File: src/rtl/serial_operand_sequencer.sv
// Sequencer around a bit-serial full adder: shifts two captured operands out LSB-first
// and gathers the serial sum back into a parallel result. Optional carry-in: SERIAL_CIN_EN.
module serial_operand_sequencer #(
  parameter int WIDTH = 8
) (
  input  logic             clock,
  input  logic             reset,
  input  logic             start,
`ifdef SERIAL_CIN_EN
  input  logic             cin,
`endif
  input  logic [WIDTH-1:0] a_in,
  input  logic [WIDTH-1:0] b_in,
  output logic             a_bit,
  output logic             b_bit,
  output logic             carry_d,
  input  logic             s_bit,
  input  logic             cout_bit,
  output logic             busy,
  output logic             done,
  output logic [WIDTH-1:0] result,
  output logic             carry_out
);

  localparam int CNT_W = $clog2(WIDTH);

  typedef enum logic [1:0] {IDLE, SHIFT, DONE} state_t;

  state_t           state, state_next;
  logic [WIDTH-1:0] a_sh, b_sh, res;
  logic [CNT_W-1:0] cnt;
  logic             carry_out_q;
  logic             last_shift;
  logic             initial_carry;

  // The adder's carry flop loads this on the accepting edge, seeding the first sum bit.
`ifdef SERIAL_CIN_EN
  assign initial_carry = cin;
`else
  assign initial_carry = 1'b0;
`endif

  assign last_shift = (cnt == CNT_W'(WIDTH - 1));
  assign result     = res;
  assign carry_out  = carry_out_q;

  always_ff @(posedge clock or posedge reset) begin
    if (reset) state <= IDLE;
    else       state <= state_next;
  end

  always_ff @(posedge clock or posedge reset) begin
    if (reset) begin
      a_sh        <= '0;
      b_sh        <= '0;
      res         <= '0;
      cnt         <= '0;
      carry_out_q <= 1'b0;
    end else begin
      case (state)
        IDLE: begin
          if (start) begin
            a_sh        <= a_in;
            b_sh        <= b_in;
            res         <= '0;
            cnt         <= '0;
            carry_out_q <= 1'b0;
          end
        end
        SHIFT: begin
          a_sh <= {1'b0, a_sh[WIDTH-1:1]};
          b_sh <= {1'b0, b_sh[WIDTH-1:1]};
          res  <= {s_bit, res[WIDTH-1:1]};
          cnt  <= cnt + CNT_W'(1);
          if (last_shift) carry_out_q <= cout_bit;
        end
        default: begin
        end
      endcase
    end
  end

  always_comb begin
    state_next = state;
    busy       = 1'b0;
    done       = 1'b0;
    a_bit      = 1'b0;
    b_bit      = 1'b0;
    carry_d    = 1'b0;
    case (state)
      IDLE: begin
        carry_d = initial_carry;
        if (start) state_next = SHIFT;
      end
      SHIFT: begin
        busy    = 1'b1;
        a_bit   = a_sh[0];
        b_bit   = b_sh[0];
        carry_d = cout_bit;
        if (last_shift) state_next = DONE;
      end
      DONE: begin
        done       = 1'b1;
        state_next = IDLE;
      end
      default: state_next = IDLE;
    endcase
  end

endmodule

File: config.mk
export PLATFORM = sky130hd
export DESIGN_NAME = serial_operand_sequencer
export DESIGN_NICKNAME = d
export VERILOG_FILES = /design/src/rtl/serial_operand_sequencer.sv
export SDC_FILE = /design/constraint.sdc
export NUM_CORES = 1
export LEC_CHECK = 0
export BUFFER_PORTS_ARGS = -buffer_cell sky130_fd_sc_hd__buf_2
export CAP_MARGIN = 0
export CORE_ASPECT_RATIO = 0.75
export CORE_MARGIN = 4
export CORE_UTILIZATION = 46
export DETAILED_ROUTE_END_ITERATION = 7
export GPL_ROUTABILITY_DRIVEN = 0
export HOLD_SLACK_MARGIN = 0.15
export PLACE_DENSITY = 0.74
export SLEW_MARGIN = 20
export SYNTH_ARGS = -nofsm -noshare
export SYNTH_HDL_FRONTEND = slang
export SYNTH_SLANG_ARGS = --single-unit
File: constraint.sdc
create_clock -name clock -period 1.15 [get_ports clock]
set_input_delay 0.115 -clock clock [delete_from_list [all_inputs] [get_ports clock]]
set_output_delay 0.115 -clock clock [all_outputs]
set_load 0.1 [all_outputs]
==> run_results.csv <==
group,metric,value,unit
floorplan,die_area,4090,um^2
yosys,yosys_warnings,0,
yosys,yosys-top-cells-count,"dfrtp_1 (30), inv_1 (16), a22o_1 (12), nor4b_1 (12)",
timing,drv_slew,0,
clocking,path_clk_slew,0.07,ns
detailed_routing,wl_per_cell,21.1,um
timing,post-route-period-util,125,%
floorplan,start_util,48.6,%
clocking,cts_sinks,30,
yosys,yosysMostFrequentCell,"dfrtp_1",
clocking,cts-root-buf,"clkbuf_8",
detailed_routing,first_iter_violations,76,
power,max-vdd-ir-drop,2.39,mV
yosys,syn-instance-count,124,
final_layout,nets,206,
yosys,ys_seq_area_share,52.3,%
status,violations,"setup timing",
final_layout,fillCellCount,128,
global_routing,antenna_found_initial,0,
yosys,netlist.area_leader.share,52.3,%
setup_path,arrival,1.32,ns
hold_path,hp-class,"in -> reg",
floorplan,die_h,56.4,um
yosys,synth_top_family_by_area,"compound AO/OA/AOI/OAI gates",
timing,worst_slack,-0.286,ns
job,drv_cap,0,
timing,grt_setup_unrepaired,"yes",
global_routing,grt_pass1_vias,1441,
floorplan,die_x,72.5,um
status,status,"finished, violations left",
setup_path,start_kind,"flip-flop",
yosys,synth_top_area_cell,"dfrtp_1",
timing,final_hold_viol_count,0,
yosys,async_reset_ff_share,100,%
detailed_routing,via_per_inst,5.86,
yosys,ys_types,25,
setup_path,crit_slowest_cell,"dfrtp_1",
final_layout,num_antenna_cells,0,
clocking,clock_path_buffers,2,
yosys,synth_fa_ha_area_share,1.74,%
yosys,yosys_most_used_dff,"dfrtp_1",
setup_path,cp_slowest_stage_delay,0.43,ns
placed_design,io_buffers,34,
placed_design,dp_slack,-0.0720,ns
floorplan,core_area,2960,um^2
setup_path,setup.worst_path.class,"reg -> out",
final_layout,utilization,84.7,%
yosys,syn-cell-area,1440,um^2
timing,slew_headroom,73.7,%
clocking,numCtsBuffers,5,
timing,period_minus_slack,1.44,ns
yosys,syn_area_per_cell,11.6,um^2
global_routing,grt_max_degree,31,
yosys,ys_ff_latch,30,
clocking,cts_max_level,2,
timing,tightest_slew,0.388,ns
yosys,synthTopCellsByArea,"dfrtp_1 (52%), a22o_1 (7.3%), nor4b_1 (7.3%), a221oi_1 (6.7%), inv_1 (4.2%)",
detailed_routing,via_count,1302,
detailed_routing,ant_nets,0,
setup_path,path_cells,"nand2b_4, buf_12, nor2_4, buf_12",
global_routing,grt_pass1_wl,7460,um
detailed_routing,firstDrtPassIters,4,
final_layout,drive_above_1_share,63.0,%
floorplan,row_count,17,
setup_path,crit_fanout,3,
timing,fmax,0.696,GHz
timing,setup_violations,33,
timing,hold_slack,0.164,ns
yosys,synth_mux_area_share,0.697,%
placed_design,place.detailed.instances,199,
global_routing,globalRoute.totalOverflow,0,
yosys,synth_fp_nets,147,
yosys,synth_edf_count,0,
power,p_per_area,3460,nW/um^2
clocking,cts_tree,"done",
timing,fin_skew,0.00736,ns
clocking,clk-insertion-delay-late,0.29,ns
detailed_routing,routed_wl,4690,um
detailed_routing,drc,0,
global_routing,grt_usage,23.7,%
placed_design,hpwl,2370,um
yosys,synth-xor-area-share,0,%
setup_path,cpMostUsedCell,"buf_12",
setup_path,worstPathRequired,1.03,ns
yosys,synth-compound-area-share,20.1,%
final_layout,areaGrowthSynthToFinish,74.4,%
power,fin_total_pwr,8.67,mW
final_layout,fin_cells,222,
yosys,yosys.area_share.simple,16.2,%
setup_path,cp-end-kind,"primary output",
power,leakage,1.10,nW
floorplan,ioPinCount,35,
-- registers in the layout, summed over array words and instances (netlist names) --
signal,count
state,2
result,8
a_sh,8
b_sh,8
carry_out,1
cnt,3
-- cell families after synthesis --
kind of cell               count (synthesis)
AOI/OAI and AO/OA                         30
adders and majority gates                  2
buffers and inverters                     27
DFF                                       30
muxes                                      1
and+or+nand+nor                           34
-- through the flow --
stage / instance area [um^2] / setup TNS, ns
6_report: 2500 / -6.53
5_1_grt: 2500 / -7.59
3_3_place_gp: 2000 / -0.00500
3_5_place_dp: 2000 / -0.473
4_1_cts: 2420 / -4.69
2_1_floorplan: 1510 / -0.305
-- placed cells by master, fill, tap and decap left out, drive strengths merged --
cell and instances:
buf 57, dfrtp 30, inv 16, a221oi 14, nor4b 14, a22o 12
nor2 11, clkbuf 9, dlygate4sd3 4, nand2b 3, and2 2, ha 2
clkinv 1, o21bai 1, nor3b 1, nor2b 1, a21oi 1, o21ba 1
mux2i 1, nand2 1, nand3b 1, o221ai 1
-- worst paths after layout --
kind | cells after the start | to | slack, ns | start
setup / recovery | 4 | b_bit | -0.29 | state[1]
hold / removal | 3 | carry_out | 0.16 | cout_bit
setup reg to reg | 5 | result[4] | -0.27 | state[1]
hold reg to reg | 1 | a_sh[7] | 0.52 | a_sh[7]
max in group asynchronous | 4 | result[1] | 0.36 | reset
min in group asynchronous | 4 | a_sh[6] | 0.48 | reset
-- timing repair --
| action | CTS | global route |
|---|---|---|
| buffers inserted | 9 | 0 |
| pin swaps | 5 | 9 |
| endpoints found under the hold margin | 33 | 0 |
| hold buffers | 4 | 0 |
| setup endpoints to repair | 31 | 33 |
| gates resized for setup | 30 | 13 |
| cloned | 2 | 0 |
-- worst max-delay path, delay by kind of cell, from the launching register on --
family,cells,cell delay [ns]
buffers and inverters,2,0.32
AND/OR/NAND/NOR,2,0.29
flip-flops,1,0.43
-- layer usage --
metal	global-route usage, %	wire [um]
met1	29.9	1870
met2	39.2	2460
met3	5.19	277
met4	9.74	77
met5	0	0
-- final cells by class --
type,instances,area (um^2),area share (%)
multi-input combinational,67,828,33.1
sequential,30,763,30.5
timing repair buffer,62,687,27.4
clock buffer,8,110,4.40
inverter,17,68.8,2.75
tap,38,47.5,1.90
-- power by group --
part | switching [mW] | leakage (nW) | internal, mW
combinational | 3.24 | 0.692 | 2.44
clock | 0.410 | 0.0575 | 0.604
sequential | 0.417 | 0.354 | 1.56
Note: power is estimated with default switching activity, not from simulation.
